## config.mk

```make
export PLATFORM = sky130hd
export DESIGN_NAME = cc_ben_unit
export DESIGN_NICKNAME = d
export VERILOG_FILES = /design/src/rtl/cc_pkg.sv /design/src/rtl/cc_lifo.sv /design/src/rtl/cc_ben_unit.sv
export SDC_FILE = /design/constraint.sdc
export NUM_CORES = 1
export LEC_CHECK = 0
export ABC_AREA = 1
export BUFFER_PORTS_ARGS = -buffer_cell sky130_fd_sc_hd__buf_2
export CAP_MARGIN = 40
export CORE_ASPECT_RATIO = 0.5
export CORE_MARGIN = 5
export CORE_UTILIZATION = 40
export DETAILED_ROUTE_END_ITERATION = 7
export HOLD_SLACK_MARGIN = 0.03
export PLACE_DENSITY = 0.65
export SYNTH_ARGS = -nofsm -noshare
export SYNTH_HDL_FRONTEND = slang
export SYNTH_SLANG_ARGS = --single-unit
```

## constraint.sdc

```tcl
create_clock -name Clk -period 5.42 [get_ports Clk]
set_clock_uncertainty 0.1 [all_clocks]
set_input_delay 0.813 -clock Clk [delete_from_list [all_inputs] [get_ports Clk]]
set_output_delay 0.813 -clock Clk [all_outputs]
set_load 0.05 [all_outputs]
```

## src/rtl/cc_pkg.sv

```systemverilog
// Shared condition-code types and helpers for the SLC-3 CC/BEN unit.
package cc_pkg;

  typedef struct packed {
    logic n;
    logic z;
    logic p;
  } cc_t;

  localparam cc_t CC_RESET = 3'b010;

  // Zero wins over sign so that an all-zero bus always yields Z.
  function automatic cc_t cc_decode(input logic is_zero, input logic sign);
    cc_t cc;
    cc = '0;
    if (is_zero) begin
      cc.z = 1'b1;
    end else if (sign) begin
      cc.n = 1'b1;
    end else begin
      cc.p = 1'b1;
    end
    return cc;
  endfunction

  function automatic logic ben_eval(input cc_t mask, input cc_t cc);
    return |(mask & cc);
  endfunction

endpackage

```

## src/rtl/cc_lifo.sv

```systemverilog
// LIFO of saved condition codes with level tracking and a sticky misuse flag.
module cc_lifo #(
  parameter int unsigned DEPTH  = 4,
  parameter type         elem_t = cc_pkg::cc_t
) (
  input  logic                         clk,
  input  logic                         rst_n,
  input  logic                         push,
  input  logic                         pop,
  input  elem_t                        wdata,
  output elem_t                        rdata,
  output logic [$clog2(DEPTH+1)-1:0]   level,
  output logic                         full,
  output logic                         empty,
  output logic                         err,
  output logic                         push_ok_c,
  output logic                         pop_ok_c
);

  localparam int unsigned LVL_W = $clog2(DEPTH + 1);
  localparam int unsigned IDX_W = (DEPTH > 1) ? $clog2(DEPTH) : 1;
  localparam logic [LVL_W-1:0] FULL_LVL = LVL_W'(DEPTH);

  elem_t            mem_q [DEPTH];
  elem_t            mem_d [DEPTH];
  logic [LVL_W-1:0] level_q, level_d;
  logic             err_q, err_d;
  logic [IDX_W-1:0] rd_idx;

  assign full  = (level_q == FULL_LVL);
  assign empty = (level_q == '0);
  assign level = level_q;
  assign err   = err_q;

  // Simultaneous push and pop is treated as misuse and neither takes effect.
  always_comb begin
    push_ok_c = push && !pop && !full;
    pop_ok_c  = pop && !push && !empty;
    err_d     = err_q | (push & pop) | (push & !pop & full) | (pop & !push & empty);
    level_d   = level_q;
    mem_d     = mem_q;
    if (push_ok_c) begin
      mem_d[IDX_W'(level_q)] = wdata;
      level_d                = level_q + LVL_W'(1);
    end else if (pop_ok_c) begin
      level_d = level_q - LVL_W'(1);
    end
  end

  always_comb begin
    rd_idx = '0;
    if (!empty) begin
      rd_idx = IDX_W'(level_q - LVL_W'(1));
    end
  end

  assign rdata = mem_q[rd_idx];

  always_ff @(posedge clk or negedge rst_n) begin
    if (!rst_n) begin
      level_q <= '0;
      err_q   <= 1'b0;
    end else begin
      level_q <= level_d;
      err_q   <= err_d;
    end
  end

  // Storage needs no reset: entries above the level are don't-care.
  always_ff @(posedge clk) begin
    mem_q <= mem_d;
  end

endmodule

```

## src/rtl/cc_ben_unit.sv

```systemverilog
// Condition-code register, BEN register and saved-CC LIFO for the SLC-3 datapath.
// Optional feature: define CC_BYPASS_EN to let BEN see the CC being written in the same cycle.
module cc_ben_unit
  import cc_pkg::*;
#(
  parameter int unsigned DATA_W = 16,
  parameter int unsigned DEPTH  = 4
) (
  input  logic                        Clk,
  input  logic                        Reset_n,
  input  logic [DATA_W-1:0]           Din,
  input  logic                        LD_CC,
  input  logic                        LD_BEN,
  input  logic [2:0]                  Cond_nzp,
  input  logic                        CC_Push,
  input  logic                        CC_Pop,
  output logic                        BEN_out,
  output logic [2:0]                  CC_out,
  output logic [$clog2(DEPTH+1)-1:0]  Stack_level,
  output logic                        Stack_full,
  output logic                        Stack_empty,
  output logic                        Stack_err
);

  cc_t  cc_q, cc_d;
  cc_t  dec_cc_c, cc_src_c, pop_cc_c;
  logic ben_q, ben_d;
  logic push_ok_c, pop_ok_c;

  cc_lifo #(
    .DEPTH  (DEPTH),
    .elem_t (cc_t)
  ) u_lifo (
    .clk       (Clk),
    .rst_n     (Reset_n),
    .push      (CC_Push),
    .pop       (CC_Pop),
    .wdata     (cc_q),
    .rdata     (pop_cc_c),
    .level     (Stack_level),
    .full      (Stack_full),
    .empty     (Stack_empty),
    .err       (Stack_err),
    .push_ok_c (push_ok_c),
    .pop_ok_c  (pop_ok_c)
  );

  assign dec_cc_c = cc_decode(Din == '0, Din[DATA_W-1]);

  // A legal pop outranks LD_CC; a rejected pop lets LD_CC through.
  always_comb begin
    cc_d = cc_q;
    if (pop_ok_c) begin
      cc_d = pop_cc_c;
    end else if (LD_CC) begin
      cc_d = dec_cc_c;
    end
  end

  always_comb begin
`ifdef CC_BYPASS_EN
    cc_src_c = (LD_CC || pop_ok_c) ? cc_d : cc_q;
`else
    cc_src_c = cc_q;
`endif
    ben_d = ben_q;
    if (LD_BEN) begin
      ben_d = ben_eval(cc_t'(Cond_nzp), cc_src_c);
    end
  end

  always_ff @(posedge Clk or negedge Reset_n) begin
    if (!Reset_n) begin
      cc_q  <= CC_RESET;
      ben_q <= 1'b0;
    end else begin
      cc_q  <= cc_d;
      ben_q <= ben_d;
    end
  end

  assign CC_out  = cc_q;
  assign BEN_out = ben_q;

endmodule

```

# Word-level counts from Yosys, hierarchy flattened

Cells that the tools add are included.

Register bits: 20

$add $sub $neg: 2
$lt $le $gt $ge: 3
Eq/ne operators: 1
Muxes and demuxes: 16
Bitwise operators: 11
Reduce and logical (&&, ||, !) cells: 14

Operators by type and width:

| cell                                                                 | number |
|---|---|
| 3-bit two-way mux                                                    | 7 |
| 16-bit logical NOT                                                   | 1 |
| 12-bit bitwise mux                                                   | 1 |
| 3-bit binary-select mux with 2-bit select                            | 1 |
| 3-bit demux with 2-bit select                                        | 1 |
| 3-bit >= comparator, second input constant                           | 2 |
| 2-bit inverter with 3-bit output                                     | 2 |
| 1-bit AND                                                            | 5 |
| 1-bit logical AND                                                    | 5 |
| 1-bit two-way mux                                                    | 5 |
| 1-bit logical NOT                                                    | 4 |
| 2-bit nonzero test                                                   | 2 |
| 3-bit by 1-bit adder with 3-bit output, second input constant        | 1 |
| 3-bit AND                                                            | 1 |
| 3-bit == test, second input constant                                 | 1 |
| 3-bit logical NOT                                                    | 1 |
| 3-bit by 1-bit < comparator with 1-bit output, second input constant | 1 |
| 1-bit OR                                                             | 3 |
| 3-bit OR reduction                                                   | 1 |
| 3-bit by 1-bit subtractor with 3-bit output, second input constant   | 1 |
| 2-bit two-way mux                                                    | 1 |

# Depth between registers and ports, before layout

Gate-level depths: netlist of the first run.

Word-level depth: 7
Gate-level depth with buffers: 11

# Hierarchy

Synthesis of the first run repeated with hierarchy kept, for this count alone.

Cell total of the unflattened synthesis: 136
Area total of the unflattened synthesis: 1147.4 µm²

By module, submodules not included:

| module      | times used | cells each | area each (µm²) | seq. area each (µm²) |
|---|---|---|---|---|
| cc_lifo     | 1          | 98         | 889.6           | 460.4 |
| cc_ben_unit | 1          | 38         | 257.7           | 101.3 |

# Least setup slack after synthesis of the first run

No wires, ideal clock.

Kind: reg2out
Start: register u_lifo.level_q[0], in the netlist u_lifo.level[0]
End: output Stack_empty
Arrival time: 1528 ps
Data required time: 4507 ps
Path slack: 2979 ps
Cell stages (with the launch flop): 4
Path buffers: 0
Cell sequence: dfrtp_1 > inv_2 > ha_1 > ha_1

Longest elaborated chain between the ends: 1

Ends and longest elaborated chain:

| what                   | RTL line          | source |
|---|---|---|
| start, declared        | cc_lifo.sv:26     | `logic [LVL_W-1:0] level_q, level_d;` |
| start signal, assigned | cc_lifo.sv:64     | `level_q <= level_d;` |
| 3-bit logical NOT      | cc_lifo.sv:31     | `assign empty = (level_q == '0);` |
| end, declared          | cc_ben_unit.sv:21 | `output logic Stack_empty,` |

No other way between the ends.

# Worst setup path in the final report of the first run

Same ends and word-level chain as after synthesis.

==> impl_summary.md, run 1 <==
Run status
The run finished with clean final reports.

CTS
Hold repair after CTS inserted 0 buffers. The number of buffers on the longest clock path is 2. The number of buffers created by CTS is 3.

The post-cts repair resize count is 0. In this run the clock root is driven by a sky130_fd_sc_hd__clkbuf_8. The clock net sink count is 20. The buffer count from post-CTS setup fixing is 0. The later pin in the worst-skew pair is clocked with a latency of 260 ps.

CTS built an H-tree with a depth of 1. TritonCTS built the clock tree. The clock edge transition at the registers on the reported setup and hold paths is 80 ps.

Timing
For this run, the top clock speed supported by timing is 387 MHz. Setup repair after global routing left no endpoint under its margin. The max-slew violation count was 0. The worst-case headroom to the max-slew limit is 79.9%. The worst path uses 47.7% of the clock period.

For the pin with the worst max-slew slack, the measured transition is 301 ps. The final critical-path setup slack is 2830 ps. The final count of hold timing violations came to 0. Setup violations remaining at the end of the flow were counted as 0.

For the finished layout, the period the worst path requires is 2590 ps. For the final routed database, the setup TNS stands at 0 ps.

Routing
After the first detailed-routing iteration, the DRC count stood at 74. Before antenna repair, the detailed router went through 4 iterations. The remaining antenna violation count is 0. For this block, the via count after detailed routing is 915.

The detail-routed via count per cell is 4.42. The final routed wire length divided by cell count is 11.5 um. The number of remaining DRC errors is 0. The overall routed net length is 2.37 mm.

Die
The total area inside the core boundary comes to 2600 sq um. The floorplan has 13 rows. Measured along the y axis, the die boundary spans 46.9 um. The initial cell density of the core is 41.8%. The boundary pin count is 35.

The die covers 3930 sq um. The floorplan die width is 83.8 um.

Power and ir drop
For this design the ratio of total power to cell area is 572 nW/um^2. In this run the power spent charging and discharging nets is 0.369 mW. The share of total power dissipated in sequential elements is 32.9%. The combinational fraction of design power is 47.9%. The internal power consumption is 0.419 mW. The switching portion of total power is 46.9%. IR analysis of the VDD net gives a maximum drop of 0.235 mV.

The clock network is responsible for 19.2% of the overall power. Summed over all cells, the static leakage comes to 0.719 nW.

Yosys
Counting flops with a built-in enable in the synthesized netlist gives 12. The fraction of registers with async set or reset after synthesis is 40.0%. Summing the sequential cell areas from Yosys gives 51.6% of the chip area. The post-synthesis average cell area is 8.25 sq um.

Synthesis produced a netlist whose cell count is 132. The number of synthesized register bits is 20. Counting every net in the synthesized netlist gives 163. In this run, distinct cell masters in the synthesized netlist total 19. The dominant synthesized flop cell is sky130_fd_sc_hd__edfxtp_1. Summing every instance area after synthesis gives 1090 sq um.

Yosys printed 0 warnings.

Worst setup path
The data arrival time at the worst-slack endpoint is 1670 ps. The largest single stage delay on the critical path is 490 ps. The required time at the worst-slack endpoint is 4510 ps.

The launch point of the critical path is u_lifo.level[0]. STA classifies the critical path endpoint as a primary output. The worst flop-to-flop path endpoint is u_lifo.mem_q[10]. The destination of the critical timing path is Stack_empty. The setup check on the worst reg-to-reg path leaves a slack of 3370 ps. Counting cells, the worst reg-to-reg path comes to 6. The kind of start point of the critical path is a register.

The most repeated library cell on the critical path is sky130_fd_sc_hd__ha_1. The slowest stage of the critical path belongs to the cell sky130_fd_sc_hd__dfrtp_1. The worst register-to-register path begins at u_lifo.level[0]. The critical path goes through inv_2, ha_1, ha_1, buf_2. Of all nets on the critical path, the largest fanout is 8. The type of the worst setup path is register to primary output.

Cells and area
The utilization of the core after routing is 52.9%. The layout cell share with drive strength beyond 1 is 27.1%. 0 antenna diodes ended up in the layout. Compared with the post-synthesis result, the final layout area differs by 26.4%. The layout filler cell count is 259. For this run, the post-layout net count is 202. The filler-free cell count of the finished design is 207.

Worst hold path
The class of the tightest hold or removal check is input port to asynchronous set/reset pin.

Placed design
The wire-length estimate of the detail-placed layout is 1.86 mm. The count of buffers added on input and output ports is 34. Prior to clock tree synthesis, the placed netlist has a worst setup slack of 3130 ps. Counting tap cells, the placed design contains a total of 203 instances. The weighted congestion at the end of routability-driven global placement is 0.850.

Global routing
The number of global-route vias before repair came to 906. The number of antenna violations at the first check in global routing is 0. Global routing consumed, over all layers together, 13.4% of the routing resources. The total congestion overflow after global routing is 0. The wire length of the first global-routing pass is 3.97 mm. Entering global routing, the biggest net connects 13 pins.

Run
Across the run, the number of max-cap violations was 0.
-- state kept, by name, indices dropped and copies added, names as in the netlist --
signal        flops
CC_out            3
BEN_out           1
u_lifo.mem_q     12
u_lifo.err        1
u_lifo.level      3
-- routing by layer --
metal | vias to the layer above | global-route usage (%) | share of wire, %
met5 | - | 0 | 0
met4 | 0 | 6.09 | 2.6
met3 | 6 | 3.50 | 6.6
met2 | 37 | 22.0 | 41
met1 | 391 | 17.4 | 50
li1 | 481 | - | -
-- final cells by class --
cell class / count / area, sq um / share of cell area (%)
inverters: 24 / 90.1 / 6.55
clock buffers: 3 / 41.3 / 3.00
flip-flops and latches: 20 / 562 / 40.8
clock inverters: 1 / 30.0 / 2.18
well taps: 37 / 46.3 / 3.36
multi-input cells: 88 / 437 / 31.7
repair buffers: 34 / 170 / 12.4
-- worst min-delay path by stage --
stage                          start               to  slack [ps]
final                        Reset_n  u_lifo.level[1]         280
after global routing         Reset_n  u_lifo.level[1]         290
after CTS                    Reset_n  u_lifo.level[1]         290
after detailed placement  u_lifo.err       u_lifo.err         370
after global placement    u_lifo.err       u_lifo.err         370
after floorplan              Reset_n          BEN_out         420
-- power groups by stage --
stage               combinational [mW]  clock, mW  sequential [mW]
finish                           0.377      0.151            0.259
global route                     0.422      0.158            0.264
CTS                              0.378      0.151            0.259
detailed placement               0.376          0            0.262
global placement                 0.375          0            0.259
floorplan                        0.203          0            0.335
-- worst max-delay path, delay by kind of cell, from the launching register on --
| kind | cells | cell delay [ps] |
|---|---|---|
| buf+inv | 2 | 450 |
| flops | 1 | 490 |
| fa+ha+maj | 2 | 470 |
-- synth_stat cells, types with 2 or more instances --
| master | n | share of area (%) |
|---|---|---|
| sky130_fd_sc_hd__nand2_1 | 40 | 14 |
| sky130_fd_sc_hd__nor2_1 | 23 | 7.9 |
| sky130_fd_sc_hd__inv_1 | 21 | 7.2 |
| sky130_fd_sc_hd__edfxtp_1 | 12 | 33 |
| sky130_fd_sc_hd__dfrtp_1 | 7 | 16 |
| sky130_fd_sc_hd__nand3_1 | 7 | 3.2 |
| sky130_fd_sc_hd__ha_1 | 6 | 6.9 |
| sky130_fd_sc_hd__inv_2 | 3 | 1.0 |
| sky130_fd_sc_hd__o21ai_1 | 2 | 0.92 |
| sky130_fd_sc_hd__xor2_1 | 2 | 1.6 |
-- cell families (layout without fill, tap and decap cells) --
group	count (synthesis)	after routing	synth area share (%)
simple gates	74	74	28.0
buf+inv	24	62	8.28
flops	20	20	51.6
fa+ha+maj	6	6	6.90
compound gates	6	6	3.56
xor+xnor	2	2	1.61
-- layout by cell type (no fill, tap or decap), types with 2 or more instances in the layout --
cell	netlist	layout
sky130_fd_sc_hd__nand3_1	7	7
sky130_fd_sc_hd__clkbuf_8	0	3
sky130_fd_sc_hd__ha_1	6	6
sky130_fd_sc_hd__nor2_1	23	23
sky130_fd_sc_hd__edfxtp_1	12	12
sky130_fd_sc_hd__xor2_1	2	2
sky130_fd_sc_hd__inv_1	21	21
sky130_fd_sc_hd__inv_2	3	3
sky130_fd_sc_hd__nand2_1	40	40
sky130_fd_sc_hd__dfrtp_1	7	7
sky130_fd_sc_hd__o21ai_1	2	2
sky130_fd_sc_hd__buf_2	0	34
-- per-stage QoR --
stage	area [sq um]	hold WS [ps]	total power, mW
floorplan	1090	417	0.538
global placement	1310	367	0.635
detailed placement	1310	371	0.638
CTS	1380	289	0.789
global route	1380	294	0.844
finish	1380	283	0.788
(Power assumes the default switching activity.)
==> inputs of run 2 (changes only) <==
- ABC_AREA: 1 -> 0
- CORE_ASPECT_RATIO: 0.5 -> not set
- PLACE_DENSITY: 0.65 -> 0.69
- clock period: 5.42 -> 2.2 ns (I/O delays scaled with it)
==> run 2 against run 1 <==
  * Cell count shrank 30%
  * Largest power group unchanged
  * Highest routed layer unchanged
  * Setup slack worse by 2700 ps
  * Critical endpoint unchanged
  * Cell area decreased by 9.5%
==> impl_summary.md, run 2 <==
Global routing
The wire length of the first global-routing pass is 3.65 mm (-8.2%). The pin count of the biggest net entering global routing came to 12 (-1). The total congestion overflow after global routing is 0 (unchanged). The number of global-route vias before repair is 797 (-12%).

The overall global routing resource usage is 13.9% (+0.55 points). The number of antenna violations at the first check in global routing is 0 (unchanged).

Placed design
The setup slack after placement is 362 ps (-2770 ps). The final HPWL from detailed placement is 1.74 mm (-6.3%). The weighted congestion at the end of routability-driven global placement is 0.765 (-10%). The number of port buffers is 34 (unchanged).

Yosys
The fraction of registers with async set or reset after synthesis is 40.0% (unchanged). The post-synth design cell area came to 1010 sq um (-6.9%). The number of synthesized register bits came to 20 (unchanged). After synthesis, the most frequently instantiated cells are sky130_fd_sc_hd__edfxtp_1, sky130_fd_sc_hd__dfrtp_1, sky130_fd_sc_hd__a21oi_1, sky130_fd_sc_hd__ha_1. The dominant cell type by area after synthesis is sky130_fd_sc_hd__edfxtp_1. The most used flip-flop cell after synthesis is sky130_fd_sc_hd__edfxtp_1. The post-synthesis average cell area came to 13.0 sq um (+58%). The sequential-to-total area share from yosys stat is 55.4% (+3.8 points).

The total nets after synthesis was 109 (-33%). The number of distinct library cell variants in the gate-level netlist after synthesis is 32 (+13). By area the synthesized netlist is led by sky130_fd_sc_hd__edfxtp_1, sky130_fd_sc_hd__dfrtp_1, sky130_fd_sc_hd__ha_1. The count of flip-flops with a built-in enable after synthesis is 12 (unchanged).

The post-synthesis instance total is 78 (-41%). Yosys instantiated no cell more often than sky130_fd_sc_hd__edfxtp_1. The fraction of synthesized cell area taken by the top area cell type is 35.6% (+2.5 points). The number of warnings printed during yosys synthesis is 0 (unchanged).

Timing
The portion of the clock cycle consumed by the worst path in the final layout is 93.1%. The pin slew with the least headroom to its limit is 441 ps (+140 ps). The final critical-path setup slack is 153 ps (-2680 ps). Based on the critical path, the design can be clocked at up to 488 MHz. The final setup TNS is 0 ps (unchanged).

The worst-case headroom to the max-slew limit is 70.6% (-9.3 points). The max-slew violation count is 0 (unchanged). The worst hold slack was 100 ps (-183 ps).

The final-report setup violation count is 0 (unchanged). Setup repair after global routing left no endpoint under its margin. The final count of hold timing violations came to 0 (unchanged). The post-route minimum period is 2050 ps.

Power and ir drop
The static power due to leakage was 0.540 nW (-25%). The switching portion of total power is 45.2% (-1.7 points). The cell area power density was 1260 nW/um^2 (+120%).

The worst-case vdd ir drop is 0.893 mV (+280%). The total net switching power is 0.710 mW (+92%). The combinational fraction of design power is 51.8% (+3.9 points). The relative contribution of the clock network to total power is 10.8% (-8.4 points).

The sequential share of power is 37.4% (+4.5 points). The internal power consumption is 0.862 mW (+110%).

Die
The die area was 3640 sq um (-7.3%). The initial cell density of the core came to 41.3% (-0.54 points). The number of placement rows is 18 (+5).

The die span in y is 60.3 um (+29%). The boundary pin count is 35 (unchanged). The floorplan die width is 60.3 um (-28%).

The placeable core region was 2450 sq um (-5.7%).

CTS
The clock net sink count came to 20 (unchanged). The deepest level of the CTS H-tree is 1 (unchanged). The clock insertion delay at the later pin of the skew report is 300 ps (+40 ps).

The number of buffers on the longest clock path is 2 (unchanged). The clock tree from TritonCTS is done. The tree is rooted in a sky130_fd_sc_hd__clkbuf_4.

The clock edge transition at the registers on the reported setup and hold paths is 110 ps (+30 ps). The number of buffers created by CTS is 3 (unchanged).

Worst setup path
STA classifies the critical path endpoint as a primary output. The data arrival time at the worst-slack endpoint came to 1620 ps (-50 ps). Among all stages on the critical path, the largest delay is contributed by sky130_fd_sc_hd__dfrtp_2.

The critical path buffer and inverter count is 2 (unchanged). The type of the worst setup path is register to primary output. The worst setup path is launched from a register. The family with the most delay on the worst path is adder cells.

The delay of the slowest critical-path stage is 440 ps (-50 ps). The maximum fanout along the worst path is 6 (-2). The required time at the worst-slack endpoint is 1770 ps (-2740 ps). The critical path goes through inv_1, ha_1, ha_2, buf_2.

Cells and area
The top cell types in the final layout, fill and taps aside, are sky130_fd_sc_hd__buf_2, sky130_fd_sc_hd__edfxtp_1, sky130_fd_sc_hd__a21oi_1, sky130_fd_sc_hd__dfrtp_1. The diode insertion count for antenna repair is 0 (unchanged). The layout cell share with drive strength beyond 1 came to 43.5% (+16 points). The commonest non-fill, non-tap cell in the layout is sky130_fd_sc_hd__buf_2. The area growth from synthesis to final layout is 22.8%. The most flop-heavy register is u_lifo.mem_q. The flip-flop count of the largest register, all copies and words added was 12 (unchanged). The final layout net count is 147 (-27%).

Routing
The final routed wire length divided by cell count was 14.6 um (+27%). The detailed-route wire length on metal 1 is 903 um (-23%). The detail-routed via count per cell is 5.12 (+16%). The overall routed net length came to 2.11 mm (-11%). The remaining antenna violation count is 0 (unchanged).

The met2 routed wirelength is 1.11 mm (+14%). The total via count in the routed design was 742 (-19%). The count of routing violations after the opening detailed-route iteration was 14 (-81%).

The met3 routed wirelength came to 68 um (-56%). The number of remaining DRC errors is 0 (unchanged). The detailed router used layers up to and including met4. The count of TritonRoute iterations in the first routing pass is 4 (unchanged).

Run
The number of maximum-capacitance violations was 0 (unchanged).

Worst hold path
The worst hold path belongs to the class input port to register.

Run status
The flow ran to the end, and the final reports show no timing, DRC or antenna violations.
-- run 2: power groups by stage --
stage	registers, mW	clock network (mW)	logic (mW)
2_1_floorplan	0.771	0	0.462
3_3_place_gp	0.592	0	0.808
3_5_place_dp	0.600	0	0.817
4_1_cts	0.592	0.179	0.821
5_1_grt	0.604	0.199	0.887
6_report	0.588	0.170	0.813
-- run 2: what timing repair did --
item | in CTS | in global routing
setup buffers | 0 | 0
hold endpoints to repair | 8 | 0
gates resized for setup | 0 | 0
hold buffers | 1 | 0
-- run 2: final cells by class --
type	instances	area, sq um
Multi-Input combinational cell	51	414
Fill cell	218	1210
Clock buffer	3	22.5
Tap cell	30	37.5
Timing Repair Buffer	36	188
Inverter	4	15.0
Sequential cell	20	564
Clock inverter	1	3.75
-- run 2: per-layer routing --
metal	vias to the layer above	GRT usage, %
li1	370	-
met3	4	1.91
met5	-	0
met4	0	5.70
met1	349	17.7
met2	19	23.9
-- run 2: final timing paths --
path / from / end / slack (ps) / cells after the start
max: u_lifo.level[1] / Stack_empty / 150 / 4
min: LD_BEN / BEN_out / 100 / 2
max reg2reg: u_lifo.level[1] / CC_out[1] / 340 / 7
min reg2reg: u_lifo.err / u_lifo.err / 410 / 1
max in group asynchronous: Reset_n / CC_out[1] / 1460 / 2
min in group asynchronous: Reset_n / CC_out[0] / 300 / 2
-- run 2: kinds of logic (layout without fill, tap and decap cells) --
family	after synthesis	in the layout	synth area share, %
mux	5	5	6.30
compound gates	18	18	11.9
simple gates	21	21	14.0
flops	20	20	55.4
fa+ha+maj	6	6	7.41
buf+inv	7	44	4.20
xor+xnor	1	1	0.864
-- run 2: metrics by stage --
stage               util, %  power, mW  instances  instance area (sq um)
finish                 50.7       1.57        145                   1240
global route           50.7       1.69        145                   1240
CTS                    50.7       1.59        145                   1240
detailed placement     49.2       1.42        140                   1210
global placement       49.2       1.40        140                   1210
floorplan                 -       1.23         78                   1020
